==> config.mk <==
export PLATFORM = sky130hd
export DESIGN_NAME = binary_morph3x3
export DESIGN_NICKNAME = d
export VERILOG_FILES = /design/src/rtl/binary_morph3x3_pkg.sv /design/src/rtl/binary_morph3x3_line_buffer_1b.sv /design/src/rtl/binary_morph3x3.sv
export SDC_FILE = /design/constraint.sdc
export NUM_CORES = 2
export LEC_CHECK = 0
export BUFFER_PORTS_ARGS = -buffer_cell sky130_fd_sc_hd__buf_2
export CAP_MARGIN = 20
export CORE_UTILIZATION = 63
export DETAILED_ROUTE_END_ITERATION = 16
export GPL_ROUTABILITY_DRIVEN = 0
export PLACE_DENSITY = 0.8
export SLEW_MARGIN = 5
export SYNTH_ARGS = -nofsm -noshare
export SYNTH_HDL_FRONTEND = slang
export SYNTH_HIERARCHICAL = 1
export SYNTH_SLANG_ARGS = --single-unit
==> constraint.sdc <==
create_clock -name vga_clk -period 58.8 [get_ports vga_clk]
set_input_delay 2.94 -clock vga_clk [delete_from_list [all_inputs] [get_ports vga_clk]]
set_output_delay 2.94 -clock vga_clk [all_outputs]
set_load 0.02 [all_outputs]
==> src/rtl/binary_morph3x3_pkg.sv <==
// Raster timing shared by the VGA timing generator, this filter and the centroid stage.
// Also holds the mask "white" code and a wrap-around coordinate decrement.
package pkg_vga_timing;

    localparam int H_ACT   = 640;
    localparam int V_ACT   = 480;
    localparam int H_TOTAL = 800;
    localparam int V_TOTAL = 525;

    localparam logic [11:0] WHITE = 12'hfff;

    typedef logic [9:0] coord_t;

    // v-1, wrapping 0 to top (top is the last legal coordinate, TOTAL-1)
    function automatic coord_t wrap_dec(input coord_t v, input coord_t top);
        return (v == '0) ? top : v - coord_t'(1);
    endfunction

endpackage

==> src/rtl/binary_morph3x3_line_buffer_1b.sv <==
// One-bit line store: synchronous read-before-write on a single address.
// Storage is deliberately not reset.
module line_buffer_1b #(
    parameter int DEPTH = 640
) (
    input  logic                       vga_clk,
    input  logic                       we,
    input  logic [$clog2(DEPTH)-1:0]   addr,
    input  logic                       din,
    output logic                       dout
);

    logic mem [DEPTH];

    always_ff @(posedge vga_clk) begin
        if (we) begin
            mem[addr] <= din;
        end
        dout <= mem[addr];
    end

endmodule

==> src/rtl/binary_morph3x3.sv <==
// 3x3 erode/dilate of the 1-bit hand mask carried on img_data, streamed in raster order.
// Output pixel and its window-centre coordinates appear together three clocks after the sample.
module binary_morph3x3 #(
    parameter int H_ACT   = pkg_vga_timing::H_ACT,
    parameter int V_ACT   = pkg_vga_timing::V_ACT,
    parameter int H_TOTAL = pkg_vga_timing::H_TOTAL,
    parameter int V_TOTAL = pkg_vga_timing::V_TOTAL,
    parameter int OP      = 0
) (
    input  logic        vga_clk,
    input  logic        rst_n,
    input  logic [11:0] img_data,
    input  logic [9:0]  pixel_x,
    input  logic [9:0]  pixel_y,
    output logic [11:0] img_data_o,
    output logic [9:0]  pixel_x_o,
    output logic [9:0]  pixel_y_o
);

    import pkg_vga_timing::WHITE;
    import pkg_vga_timing::coord_t;
    import pkg_vga_timing::wrap_dec;

    localparam int     AW    = $clog2(H_ACT);
    localparam coord_t HA    = coord_t'(H_ACT);
    localparam coord_t VA    = coord_t'(V_ACT);
    localparam coord_t HA_M1 = coord_t'(H_ACT - 1);
    localparam coord_t VA_M1 = coord_t'(V_ACT - 1);
    localparam coord_t HT_M1 = coord_t'(H_TOTAL - 1);
    localparam coord_t VT_M1 = coord_t'(V_TOTAL - 1);

    logic          active;
    logic          bin;
    logic [AW-1:0] lb_addr;
    coord_t        cx;
    coord_t        cy;
    coord_t        cy_up;
    logic          inner;

    assign active  = (pixel_x < HA) && (pixel_y < VA);
    assign bin     = active && (img_data == WHITE);
    assign lb_addr = active ? pixel_x[AW-1:0] : '0;

    // Sample (x,y) completes the window centred one column left and one row up.
    always_comb begin
        cx    = wrap_dec(pixel_x, HT_M1);
        cy_up = wrap_dec(pixel_y, VT_M1);
        cy    = (pixel_x == '0) ? wrap_dec(cy_up, VT_M1) : cy_up;
        inner = (cx != '0) && (cx < HA_M1) && (cy != '0) && (cy < VA_M1);
    end

    logic          lb0_q;
    logic          lb1_q;

    logic          act_d1_reg;
    logic          cur_d1_reg;
    logic [AW-1:0] addr_d1_reg;
    coord_t        cx_d1_reg;
    coord_t        cy_d1_reg;
    logic          inner_d1_reg;

    logic          act_d2_reg;
    logic          cur_d2_reg;
    logic          up1_d2_reg;
    coord_t        cx_d2_reg;
    coord_t        cy_d2_reg;
    logic          inner_d2_reg;

    logic          frame_ok_reg;

    line_buffer_1b #(.DEPTH(H_ACT)) u_lb0 (
        .vga_clk (vga_clk),
        .we      (active),
        .addr    (lb_addr),
        .din     (bin),
        .dout    (lb0_q)
    );

    // lb1 runs one clock behind lb0 so it can store what lb0 just returned for the same column.
    line_buffer_1b #(.DEPTH(H_ACT)) u_lb1 (
        .vga_clk (vga_clk),
        .we      (act_d1_reg),
        .addr    (addr_d1_reg),
        .din     (lb0_q),
        .dout    (lb1_q)
    );

    always_ff @(posedge vga_clk) begin
        if (!rst_n) begin
            act_d1_reg   <= 1'b0;
            cur_d1_reg   <= 1'b0;
            addr_d1_reg  <= '0;
            cx_d1_reg    <= '0;
            cy_d1_reg    <= '0;
            inner_d1_reg <= 1'b0;
            act_d2_reg   <= 1'b0;
            cur_d2_reg   <= 1'b0;
            up1_d2_reg   <= 1'b0;
            cx_d2_reg    <= '0;
            cy_d2_reg    <= '0;
            inner_d2_reg <= 1'b0;
        end else begin
            act_d1_reg   <= active;
            cur_d1_reg   <= bin;
            addr_d1_reg  <= lb_addr;
            cx_d1_reg    <= cx;
            cy_d1_reg    <= cy;
            inner_d1_reg <= inner;
            act_d2_reg   <= act_d1_reg;
            cur_d2_reg   <= cur_d1_reg;
            up1_d2_reg   <= act_d1_reg & lb0_q;
            cx_d2_reg    <= cx_d1_reg;
            cy_d2_reg    <= cy_d1_reg;
            inner_d2_reg <= inner_d1_reg;
        end
    end

    // Only a frame start seen since reset makes the line buffers trustworthy.
    always_ff @(posedge vga_clk) begin
        if (!rst_n) begin
            frame_ok_reg <= 1'b0;
        end else if ((pixel_x == '0) && (pixel_y == '0)) begin
            frame_ok_reg <= 1'b1;
        end
    end

    // Newest column, row 0 = y-2, row 1 = y-1, row 2 = y; blanking shifts in zeros.
    logic [2:0] col;
    logic [8:0] window;

    assign col[0] = act_d2_reg & lb1_q;
    assign col[1] = up1_d2_reg;
    assign col[2] = cur_d2_reg;

    genvar gi;
    generate
        for (gi = 0; gi < 3; gi++) begin : g_row
            logic [1:0] hist_reg;

            always_ff @(posedge vga_clk) begin
                if (!rst_n) begin
                    hist_reg <= '0;
                end else begin
                    hist_reg <= {hist_reg[0], col[gi]};
                end
            end

            // Two older columns plus the live one form this row's 3-bit slice.
            assign window[gi*3 +: 3] = {hist_reg, col[gi]};
        end
    endgenerate

    logic win_hit;
    assign win_hit = (OP == 0) ? (&window) : (|window);

    always_ff @(posedge vga_clk) begin
        if (!rst_n) begin
            img_data_o <= '0;
            pixel_x_o  <= '0;
            pixel_y_o  <= '0;
        end else begin
            img_data_o <= (frame_ok_reg && inner_d2_reg && win_hit) ? WHITE : 12'h000;
            pixel_x_o  <= cx_d2_reg;
            pixel_y_o  <= cy_d2_reg;
        end
    end

endmodule

==> impl_metrics.json <==
{
  "status": "finished clean",
  "worst_slew_pin_slew_ps": 1430,
  "viasPerCell": 6.69,
  "cts.sinks": 1367,
  "num_io_pins": 66,
  "clkTransAtPathRegs_ps": 60,
  "cts-root-buf": "clkbuf_16",
  "hold_ws_ps": 426,
  "holdBufCountCts": 0,
  "drive_gt1_frac": 0.117,
  "grt.total_usage": 0.329,
  "placed_cells": 5545,
  "cts_buffer_depth": 3,
  "worstHoldStart": "cx_d2_reg[4]$_SDFF_PN0_",
  "die_h_um": 309,
  "grt_max_degree": 305,
  "crit_path_max_fanout": 59,
  "final.period_utilization": 0.123,
  "port_buffers": 65,
  "hold_class": "flop to flop",
  "cp-startpoint": "pixel_x[7]",
  "cp.required_ps": 59420,
  "end_kind": "flop",
  "rsz0062_at_grt": "false",
  "ctsResizeCount": 0,
  "synth_top_area_frac": 0.648,
  "cap_viol_max_count": 0,
  "critPathLaunchType": "input pin",
  "num_vias": 38800,
  "die_area_um2": 95400,
  "ys_ff_latch": 1367,
  "syn_area_um2": 59300,
  "gr-total-overflow": 0,
  "place_area_um2": 60300,
  "ant_nets": 0,
  "highest_layer": "met4",
  "async_flop_share": 0,
  "cts_tree": "yes",
  "design_area_um2": 65100,
  "syn_area_per_cell_um2": 13.2,
  "fin_nets": 4492,
  "dp_hpwl_um": 90300,
  "worst_ep_arrival_time_ps": 7860,
  "r2r_slack_ps": 53920,
  "drt-met1-wl_um": 52300,
  "synth_area_leaders": "edfxtp_1, nor2_1, mux2i_1",
  "place_ws_ps": 50930,
  "wl_met3_um": 20300,
  "yosys_warnings": 6,
  "setup_ws_ps": 51560,
  "slew_headroom": 0.0473,
  "worstSetupPathType": "input pin to flop",
  "finClkSkew_ps": 34.5,
  "drt-initial-drc-count": 6564,
  "synth_cell_type_count": 82,
  "worst_ir_drop_vdd_v": 0.0000272,
  "antenna_found_initial": 0,
  "holdPathEnd": "pixel_x_o[4]$_SDFF_PN0_",
  "cts_setup_buffers": 0,
  "r2r_end": "u_lb1/dout$_DFF_P_",
  "p_leak_nw": 17.8,
  "clock_latency_ps": 750,
  "timing.setup.tns_ps": 0,
  "area_growth_pct": 9.70,
  "clock.fmax_mhz": 138,
  "yosysTopAreaCell": "edfxtp_1",
  "rr_startpoint": "addr_d1_reg[1]$_SDFF_PN0_",
  "post_drt_wl_per_cell_um": 27.2,
  "r2r_cells": 9,
  "htree_levels": 4,
  "fin_crit_ps": 7240,
  "synth_common_cells": "nor2_1, edfxtp_1, mux2i_1, o22ai_1, clkbuf_1",
  "rows": 112,
  "grt_pass1_wl_um": 229000,
  "route.detailed.drc": 0,
  "holdPathStages": 1,
  "start_util": 0.636,
  "fin_cells": 5808,
  "grt_pass1_vias": 36900,
  "syn_nets": 4527,
  "slew_viol_final": 0,
  "pwr_density_cell_nw_per_um2": 30.8,
  "hold_viol": 0,
  "largestRegisters": "u_lb0/mem (640), u_lb1/mem (640)",
  "setup_viol": 0,
  "synth_edf_count": 1280,
  "cts_buffers": 138,
  "seq_area_frac_synth": 0.677,
  "syn_inst": 4488,
  "routed-wl-met2_um": 74900,
  "drt-pass1-iter-count": 6,
  "core_area_um2": 93300,
  "die_x_um": 309,
  "synth_most_common_cell": "nor2_1",
  "routed_wl_um": 158000,
  "synth-main-ff-cell": "edfxtp_1"
}
critical path: stages:
cell and delay (ps):
buf_2 170, o21ai_0 180, nand2_1 80, nor2_2 80
buf_4 270, inv_1 180, nor2_4 120, buf_4 740
buf_4 780, mux2i_1 300, o22ai_1 120, nor4_1 350
o2111ai_1 170, o31ai_1 320, o21ai_0 330, or4_1 600
cell families (layout without fill, tap and decap cells):
logic type / after synthesis / count (layout) / synth area share
AO/OA/AOI/OAI: 318 / 318 / 0.0359
multiplexers: 555 / 555 / 0.119
buffers and inverters: 382 / 446 / 0.0327
AND/OR/NAND/NOR: 1846 / 1846 / 0.132
other: 0 / 2 / 0
adder cells (fa/ha/maj): 5 / 5 / 0.00105
flip-flops: 1367 / 1367 / 0.677
XOR/XNOR: 15 / 15 / 0.00221
cell type report:
| class | instances | area (um2) |
|---|---|---|
| timing repair buffer | 195 | 1810 |
| clock buffer | 172 | 3660 |
| sequential | 1367 | 40200 |
| clock inverter | 67 | 553 |
| fill | 6007 | 28300 |
| tap | 1254 | 1570 |
| multi-input combinational | 2739 | 17200 |
| antenna | 2 | 5.00 |
| inverter | 12 | 45.0 |
layer usage:
metal / up-vias / GRT usage
li1: 16200 / -
met1: 18900 / 0.415
met2: 2975 / 0.532
met3: 690 / 0.0681
met4: 0 / 0.196
met5: - / 0
worst max path at each step:
| stage | slack, ps | end |
|---|---|---|
| 6_report | 51560 | u_lb0/dout$_DFF_P_ |
| 5_1_grt | 51310 | u_lb0/dout$_DFF_P_ |
| 4_1_cts | 51730 | u_lb0/dout$_DFF_P_ |
| 3_5_place_dp | 50930 | u_lb0/dout$_DFF_P_ |
| 3_3_place_gp | 50920 | u_lb0/dout$_DFF_P_ |
| 2_1_floorplan | 14600 | u_lb0/mem[0]$_DFFE_PP_ |
metrics by stage:
step | util | power (mW)
3_5_place_dp | 0.646 | 1.19
4_1_cts | 0.691 | 2.00
6_report | 0.697 | 2.00
3_3_place_gp | 0.645 | 1.18
2_1_floorplan | - | 1.17
5_1_grt | 0.697 | 2.05
cell usage in the layout (no fill, tap or decap), types with 74 or more instances in the layout:
cell type,count
and2_1,74
edfxtp_1,1280
nand2_1,167
mux4_2,102
o22ai_1,188
nor2_1,1342
buf_4,98
dfxtp_1,84
clkbuf_16,140
mux2i_1,431
where the power goes:
part	total [mW]	internal [mW]	leakage [nW]	switching, mW
Combinational	0.0896	0.0254	5.22	0.0642
Clock	0.830	0.462	2.05	0.367
Sequential	1.08	1.08	10.5	0.00485
Total	2.00	1.57	17.8	0.436
Power figures use the tool's default switching activity.
